$ cat src/rtl/fft_pkg.sv
`default_nettype none
// ============================================================================
//  Module      : fft_pkg
//  Description : Shared types and constants for the FFT stage sequencer
//                slice: sequencer state encoding, default transform size
//                and complex-sample width helper.
//  Revision    : 1.0
// ============================================================================
package fft_pkg;

   // Default log2 of the transform length
   localparam int LOG2N_DEFAULT = 10;

   // Sequencer states
   typedef enum logic [1:0] {
      ST_IDLE  = 2'd0,
      ST_RUN   = 2'd1,
      ST_DRAIN = 2'd2,
      ST_DONE  = 2'd3
   } seq_state_t;

   // A complex sample is packed as {re, im}
   function automatic int cplx_width(input int data_width);
      return 2 * data_width;
   endfunction

endpackage
`default_nettype wire

$ cat src/rtl/fft_addr_fifo.sv
`default_nettype none
// ============================================================================
//  Module      : fft_addr_fifo
//  Description : Small synchronous first-word-fall-through FIFO holding the
//                {addr_a, addr_b} pairs of butterflies still in flight.
//  Revision    : 1.0
// ============================================================================
module fft_addr_fifo
   import fft_pkg::*;
#(
   parameter int WIDTH = 6,
   parameter int DEPTH = 8
) (
   input  logic             clk,
   input  logic             reset,
   input  logic             i_push,
   input  logic [WIDTH-1:0] i_data,
   input  logic             i_pop,
   output logic [WIDTH-1:0] o_data,
   output logic             o_full,
   output logic             o_empty
);
   localparam int AW = $clog2(DEPTH);

   logic [AW:0]      wr_ptr_q, wr_ptr_d;
   logic [AW:0]      rd_ptr_q, rd_ptr_d;
   logic [WIDTH-1:0] mem_q [DEPTH];
   logic             do_push, do_pop;

   // Status flags and pointer advance; a push into a full FIFO is only
   // accepted when a pop frees a slot in the same cycle
   always_comb begin
      o_empty  = (wr_ptr_q == rd_ptr_q);
      o_full   = (wr_ptr_q[AW] != rd_ptr_q[AW]) &&
                 (wr_ptr_q[AW-1:0] == rd_ptr_q[AW-1:0]);
      do_pop   = i_pop && !o_empty;
      do_push  = i_push && (!o_full || do_pop);
      wr_ptr_d = do_push ? wr_ptr_q + 1'b1 : wr_ptr_q;
      rd_ptr_d = do_pop  ? rd_ptr_q + 1'b1 : rd_ptr_q;
      o_data   = mem_q[rd_ptr_q[AW-1:0]];
   end

   // Pointer registers; reset flushes the FIFO
   always_ff @(posedge clk) begin
      if (!reset) begin
         wr_ptr_q <= '0;
         rd_ptr_q <= '0;
      end else begin
         wr_ptr_q <= wr_ptr_d;
         rd_ptr_q <= rd_ptr_d;
      end
   end

   // Storage array, contents are don't-care until written
   always_ff @(posedge clk) begin
      if (do_push) begin
         mem_q[wr_ptr_q[AW-1:0]] <= i_data;
      end
   end

endmodule
`default_nettype wire

$ cat src/rtl/fft_stage_sequencer.sv
`default_nettype none
// ============================================================================
//  Module      : fft_stage_sequencer
//  Description : Control for an in-place radix-2 DIT FFT. Issues one
//                butterfly read per cycle, tracks in-flight butterflies in an
//                address FIFO, writes results back and drains between stages
//                so no stage reads data the previous stage has not written.
//  Revision    : 1.0
// ============================================================================
module fft_stage_sequencer
   import fft_pkg::*;
#(
   parameter int LOG2N      = LOG2N_DEFAULT,
   parameter int DATA_WIDTH = 24,
   parameter int FIFO_DEPTH = 8
) (
   input  logic                    clk,
   input  logic                    reset,
   input  logic                    i_start,
   output logic                    o_busy,
   output logic                    o_done,
   output logic                    o_err,
   output logic                    o_rd_en,
   output logic [LOG2N-1:0]        o_rd_addr_a,
   output logic [LOG2N-1:0]        o_rd_addr_b,
   output logic [LOG2N-2:0]        o_tw_addr,
   output logic                    o_bfly_start,
   input  logic                    i_bfly_valid,
   input  logic [2*DATA_WIDTH-1:0] i_bfly_data_a,
   input  logic [2*DATA_WIDTH-1:0] i_bfly_data_b,
   output logic                    o_wr_en,
   output logic [LOG2N-1:0]        o_wr_addr_a,
   output logic [LOG2N-1:0]        o_wr_addr_b,
   output logic [2*DATA_WIDTH-1:0] o_wr_data_a,
   output logic [2*DATA_WIDTH-1:0] o_wr_data_b
);
   localparam int CW = cplx_width(DATA_WIDTH);
   localparam int KW = LOG2N - 1;
   localparam int SW = (LOG2N > 1) ? $clog2(LOG2N) : 1;
   localparam int OW = $clog2(FIFO_DEPTH) + 1;
   localparam logic [KW-1:0] K_LAST = '1;
   localparam logic [SW-1:0] S_LAST = SW'(LOG2N - 1);

   seq_state_t       state_q, state_d;
   logic [KW-1:0]    k_q, k_d;
   logic [SW-1:0]    stage_q, stage_d;
   logic [OW-1:0]    outst_q, outst_d;
   logic             busy_q, busy_d, done_q, done_d, err_q, err_d;
   logic             rd_en_q, rd_en_d, bfly_start_q, bfly_start_d;
   logic [LOG2N-1:0] rd_addr_a_q, rd_addr_a_d, rd_addr_b_q, rd_addr_b_d;
   logic [KW-1:0]    tw_q, tw_d;
   logic             wr_en_q, wr_en_d;
   logic [LOG2N-1:0] wr_addr_a_q, wr_addr_a_d, wr_addr_b_q, wr_addr_b_d;
   logic [CW-1:0]    wr_data_a_q, wr_data_a_d, wr_data_b_q, wr_data_b_d;

   logic [KW-1:0]      pos_mask, pos;
   logic [LOG2N-1:0]   addr_a, addr_b;
   logic               fifo_full, fifo_empty, push, pop;
   logic [2*LOG2N-1:0] fifo_head;

   // Butterfly k of the current stage: the low `stage` bits of k select the
   // position in the group, the rest pick the group (spaced 2*half apart)
   always_comb begin
      pos_mask = KW'((32'd1 << stage_q) - 32'd1);
      pos      = k_q & pos_mask;
      addr_a   = {k_q & ~pos_mask, 1'b0} | {1'b0, pos};
      addr_b   = addr_a | LOG2N'(32'd1 << stage_q);
   end

   // The FIFO entry is pushed on the cycle the read is presented
   assign push = rd_en_q;
   assign pop  = i_bfly_valid && !fifo_empty;

   fft_addr_fifo #(
      .WIDTH (2 * LOG2N),
      .DEPTH (FIFO_DEPTH)
   ) u_addr_fifo (
      .clk     (clk),
      .reset   (reset),
      .i_push  (push),
      .i_data  ({rd_addr_a_q, rd_addr_b_q}),
      .i_pop   (i_bfly_valid),
      .o_data  (fifo_head),
      .o_full  (fifo_full),
      .o_empty (fifo_empty)
   );

   // Next-state logic: issue, drain, completion and write-back capture
   always_comb begin
      state_d      = state_q;
      k_d          = k_q;
      stage_d      = stage_q;
      busy_d       = busy_q;
      done_d       = 1'b0;
      rd_en_d      = 1'b0;
      rd_addr_a_d  = rd_addr_a_q;
      rd_addr_b_d  = rd_addr_b_q;
      tw_d         = tw_q;
      bfly_start_d = rd_en_q;
      wr_en_d      = pop;
      wr_addr_a_d  = pop ? fifo_head[2*LOG2N-1:LOG2N] : wr_addr_a_q;
      wr_addr_b_d  = pop ? fifo_head[LOG2N-1:0]       : wr_addr_b_q;
      wr_data_a_d  = pop ? i_bfly_data_a              : wr_data_a_q;
      wr_data_b_d  = pop ? i_bfly_data_b              : wr_data_b_q;
      err_d        = err_q | (i_bfly_valid && fifo_empty) | (push && fifo_full);

      case ({push, pop})
         2'b10:   outst_d = outst_q + 1'b1;
         2'b01:   outst_d = outst_q - 1'b1;
         default: outst_d = outst_q;
      endcase

      case (state_q)
         ST_IDLE: begin
            if (i_start) begin
               state_d = ST_RUN;
               k_d     = '0;
               stage_d = '0;
               busy_d  = 1'b1;
            end
         end
         ST_RUN: begin
            rd_en_d     = 1'b1;
            rd_addr_a_d = addr_a;
            rd_addr_b_d = addr_b;
            tw_d        = pos << (S_LAST - stage_q);
            if (k_q == K_LAST) begin
               state_d = ST_DRAIN;
               k_d     = '0;
            end else begin
               k_d = k_q + 1'b1;
            end
         end
         ST_DRAIN: begin
            // The last read of the stage is still on the bus in the first
            // drain cycle and not yet counted as outstanding
            if ((outst_q == '0) && !rd_en_q) begin
               if (stage_q == S_LAST) begin
                  state_d = ST_DONE;
                  done_d  = 1'b1;
               end else begin
                  state_d = ST_RUN;
                  stage_d = stage_q + 1'b1;
               end
            end
         end
         default: begin
            state_d = ST_IDLE;
            busy_d  = 1'b0;
         end
      endcase
   end

   // State and registered outputs
   always_ff @(posedge clk) begin
      if (!reset) begin
         state_q      <= ST_IDLE;
         k_q          <= '0;
         stage_q      <= '0;
         outst_q      <= '0;
         busy_q       <= 1'b0;
         done_q       <= 1'b0;
         err_q        <= 1'b0;
         rd_en_q      <= 1'b0;
         rd_addr_a_q  <= '0;
         rd_addr_b_q  <= '0;
         tw_q         <= '0;
         bfly_start_q <= 1'b0;
         wr_en_q      <= 1'b0;
         wr_addr_a_q  <= '0;
         wr_addr_b_q  <= '0;
         wr_data_a_q  <= '0;
         wr_data_b_q  <= '0;
      end else begin
         state_q      <= state_d;
         k_q          <= k_d;
         stage_q      <= stage_d;
         outst_q      <= outst_d;
         busy_q       <= busy_d;
         done_q       <= done_d;
         err_q        <= err_d;
         rd_en_q      <= rd_en_d;
         rd_addr_a_q  <= rd_addr_a_d;
         rd_addr_b_q  <= rd_addr_b_d;
         tw_q         <= tw_d;
         bfly_start_q <= bfly_start_d;
         wr_en_q      <= wr_en_d;
         wr_addr_a_q  <= wr_addr_a_d;
         wr_addr_b_q  <= wr_addr_b_d;
         wr_data_a_q  <= wr_data_a_d;
         wr_data_b_q  <= wr_data_b_d;
      end
   end

   assign o_busy       = busy_q;
   assign o_done       = done_q;
   assign o_err        = err_q;
   assign o_rd_en      = rd_en_q;
   assign o_rd_addr_a  = rd_addr_a_q;
   assign o_rd_addr_b  = rd_addr_b_q;
   assign o_tw_addr    = tw_q;
   assign o_bfly_start = bfly_start_q;
   assign o_wr_en      = wr_en_q;
   assign o_wr_addr_a  = wr_addr_a_q;
   assign o_wr_addr_b  = wr_addr_b_q;
   assign o_wr_data_a  = wr_data_a_q;
   assign o_wr_data_b  = wr_data_b_q;

endmodule
`default_nettype wire

$ cat config.mk
export PLATFORM = sky130hd
export DESIGN_NAME = fft_stage_sequencer
export DESIGN_NICKNAME = d
export VERILOG_FILES = /design/src/rtl/fft_pkg.sv /design/src/rtl/fft_addr_fifo.sv /design/src/rtl/fft_stage_sequencer.sv
export SDC_FILE = /design/constraint.sdc
export NUM_CORES = 1
export LEC_CHECK = 0
export BUFFER_PORTS_ARGS = -buffer_cell sky130_fd_sc_hd__buf_2
export CAP_MARGIN = 20
export CORE_MARGIN = 4
export CORE_UTILIZATION = 55
export DETAILED_ROUTE_END_ITERATION = 16
export GPL_TIMING_DRIVEN = 0
export PLACE_DENSITY = 0.79
export SYNTH_ARGS = -nofsm -noshare
export SYNTH_HDL_FRONTEND = slang
export SYNTH_HIERARCHICAL = 1
export SYNTH_SLANG_ARGS = --single-unit
export TNS_END_PERCENT = 30
$ cat constraint.sdc
create_clock -name clk -period 3.8 [get_ports clk]
set_clock_uncertainty 0.15 [all_clocks]
set_input_delay 0.19 -clock clk [delete_from_list [all_inputs] [get_ports clk]]
set_output_delay 0.19 -clock clk [all_outputs]
set_load 0.03 [all_outputs]
==> metrics.cfg <==
[run_status]
status=completed

[worst_setup_path]
end_kind=register
cp_top_family=compound AO/OA/AOI/OAI gates
crit_required_ns=4.07
path_cells=clkbuf_1 > clkinvlp_4 > ha_1 > or3b_4 > ha_1 > nand2b_1 > mux2_4 > o21ai_4 > a21oi_1 > o311a_1 > a221oi_2
cpMostUsedCell=ha_1
critPathLaunchType=register
slowest_stage=clkbuf_1
path_buf_inv=2
worstPathArrival_ns=3.81
cpPeakStageDelay_ns=0.38
path_class=register to register
cp_max_fo=9

[clock_network]
cts_setup_buffers=0
tritoncts=built
clk_pin_slew_ns=0.06
clock-sinks=341
htreeDepth=2
clock_latency_ns=0.52
clockBufferDepth=3
numCtsBuffers=35
cts-root-buf=clkbuf_16

[global_route]
grt.overflow.total=0
grt_pass1_vias=10900
antenna_found_initial=0
track_usage=0.271
grt_max_degree=22
grt_pass1_wl_um=58100

[sta]
worstMarginPinSlew_ns=0.909
rsz0062_at_grt=yes
min_period_ns=3.54
fmax_mhz=282
finalSetupViolCount=0
max_slew_margin=0.392
worst_slack_ns=0.257
hold_viol_final=0
slew_violations=0
fin_setup_tns_ns=0
post-route-period-util=0.932

[logic_synthesis]
synth-seq-cells=341
avgSynthCellArea_sq_um=11.5
netlist.area_leader.share=0.353
synth-edff-count=160
synthXorXnorAreaFrac=0.0116
synthTopCellsByArea=edfxtp_1 35%, dfxtp_1 27%, nand2_1 7.4%, mux4_2 6.6%, a21oi_1 5.7%
postSynthCellCount=1184
synthAdderAreaFrac=0.0199
synth_fp_nets=1305
yosys_warnings=6
yosysTopAreaCell=edfxtp_1
synthFlopType=dfxtp_1
async_flop_share=0
syn_area_sq_um=13600
ys_seq_area_frac=0.620
synth_simple_gate_area_frac=0.126
synth_top_family_by_area=simple AND/OR/NAND/NOR gates
synth.mux.area_fraction=0.0884
ys_types=76
synth_compound_area_frac=0.104

[routing]
vias=11000
ant_nets=0
viasPerCell=5.70
firstDrtPassIters=6
wire_per_inst_um=19.7
drt-total-wl_um=38100
drc=0
drt_iter0_markers=951

[layout]
drive_above_1_share=0.264
layout_common_cells=268 x nand2_1, 260 x buf_2, 181 x dfxtp_1
final_area_sq_um=17600
final_common_cell=nand2_1
syn2layout_area_growth_pct=29.4
fillers=1552
n_antenna_cell=0
finalNetCount=1702

[floorplanning]
core-area_sq_um=24300
die_w_um=165
floorplan.die_area_sq_um=27300
rows=57
start_util=0.559
die_h_um=165
ios=251

[power_and_ir_drop]
power_density_nw_per_um2=638
ir_worst_vdd_mv=0.449
finalPower_mw=11.2
leakage_nw=6.75

[placed_design]
place_hpwl_um=23100
pre_cts_ws_ns=-0.178
placed_area_sq_um=15400
gp_congestion=0.910
io_buffer_count=249

[hold_path]
hold_class=input port to register

[run]
cap_violations=0

[final cells by class]
cell class | count | area (sq um) | area share
buffer | 73 | 310 | 0.0176
clock buffer | 42 | 943 | 0.0536
clock inverter | 22 | 199 | 0.0113
inverter | 24 | 93.8 | 0.00534
multi-input combinational | 745 | 4810 | 0.274
sequential | 341 | 8430 | 0.479
tap | 324 | 405 | 0.0230
timing repair buffer | 361 | 2400 | 0.136
[flip-flops by register name, indices dropped and copies added (netlist names), 10 cells and up, named ones only]
name,cells
o_rd_addr_a,10
o_rd_addr_b,10
o_wr_addr_a,10
o_wr_addr_b,10
o_wr_data_a,48
o_wr_data_b,48
u_addr_fifo/mem_q,160
[cell families (layout without fill, tap and decap cells)]
family | Yosys count | count (layout)
AND/OR/NAND/NOR | 399 | 399
flip-flops | 341 | 341
AO/OA/AOI/OAI | 240 | 240
buffers and inverters | 98 | 522
multiplexers | 67 | 67
adder cells (fa/ha/maj) | 21 | 21
XOR/XNOR | 18 | 18
[per-stage QoR]
step | util | instances | hold WS [ns]
after floorplan | - | 1184 | 0.155
after global placement | 0.627 | 1757 | 0.280
after detailed placement | 0.635 | 1770 | 0.287
after CTS | 0.723 | 1932 | 0.0846
after global routing | 0.723 | 1932 | 0.137
final | 0.723 | 1932 | 0.0882
[per-layer routing]
| metal | GRT usage | vias up | wire, um |
|---|---|---|---|
| li1 | - | 5027 | - |
| met1 | 0.350 | 5264 | 14700 |
| met2 | 0.462 | 588 | 19100 |
| met3 | 0.0474 | 124 | 2840 |
| met4 | 0.0983 | 0 | 1370 |
| met5 | 0 | - | 0 |
[final timing paths]
path                endpoint  depth (start not counted)            start  slack (ns)
max             o_tw_addr[5]                         11       stage_q[0]        0.26
min             o_tw_addr[8]                          3            reset        0.09
min reg2reg  o_wr_data_a[21]                          2  o_wr_data_a[21]        0.30
max reg2reg     o_tw_addr[5]                         11       stage_q[0]        0.26
[where the power goes]
| part | internal (mW) | switching, mW |
|---|---|---|
| Combinational | 1.04 | 2.01 |
| Sequential | 4.39 | 0.382 |
| Clock | 1.99 | 1.41 |
[worst register-to-register path, cell delays in order (launching register included)]
cell	delay, ns
dfxtp_1	0.36
clkbuf_1	0.38
clkinvlp_4	0.36
ha_1	0.32
or3b_4	0.25
ha_1	0.30
nand2b_1	0.14
mux2_4	0.33
o21ai_4	0.22
a21oi_1	0.11
o311a_1	0.32
a221oi_2	0.23
[Yosys cell counts, drive strengths merged (9+ instances only)]
library cell	instances
inv	22
nand3	14
nor2	55
o21ai	36
ha	20
nand2	268
buf	27
xnor2	10
dfxtp	181
mux2	21
clkbuf	47
edfxtp	160
a21oi	156
mux4	40
nor3	9
nand2b	11
[what timing repair did]
action | 4_1_cts | 5_1_grt
resized for setup | 1 | 2
hold buffers | 99 | 0
hold endpoints to repair | 103 | 0
endpoints found under the setup margin | 1 | 3
(Power assumes the default switching activity.)
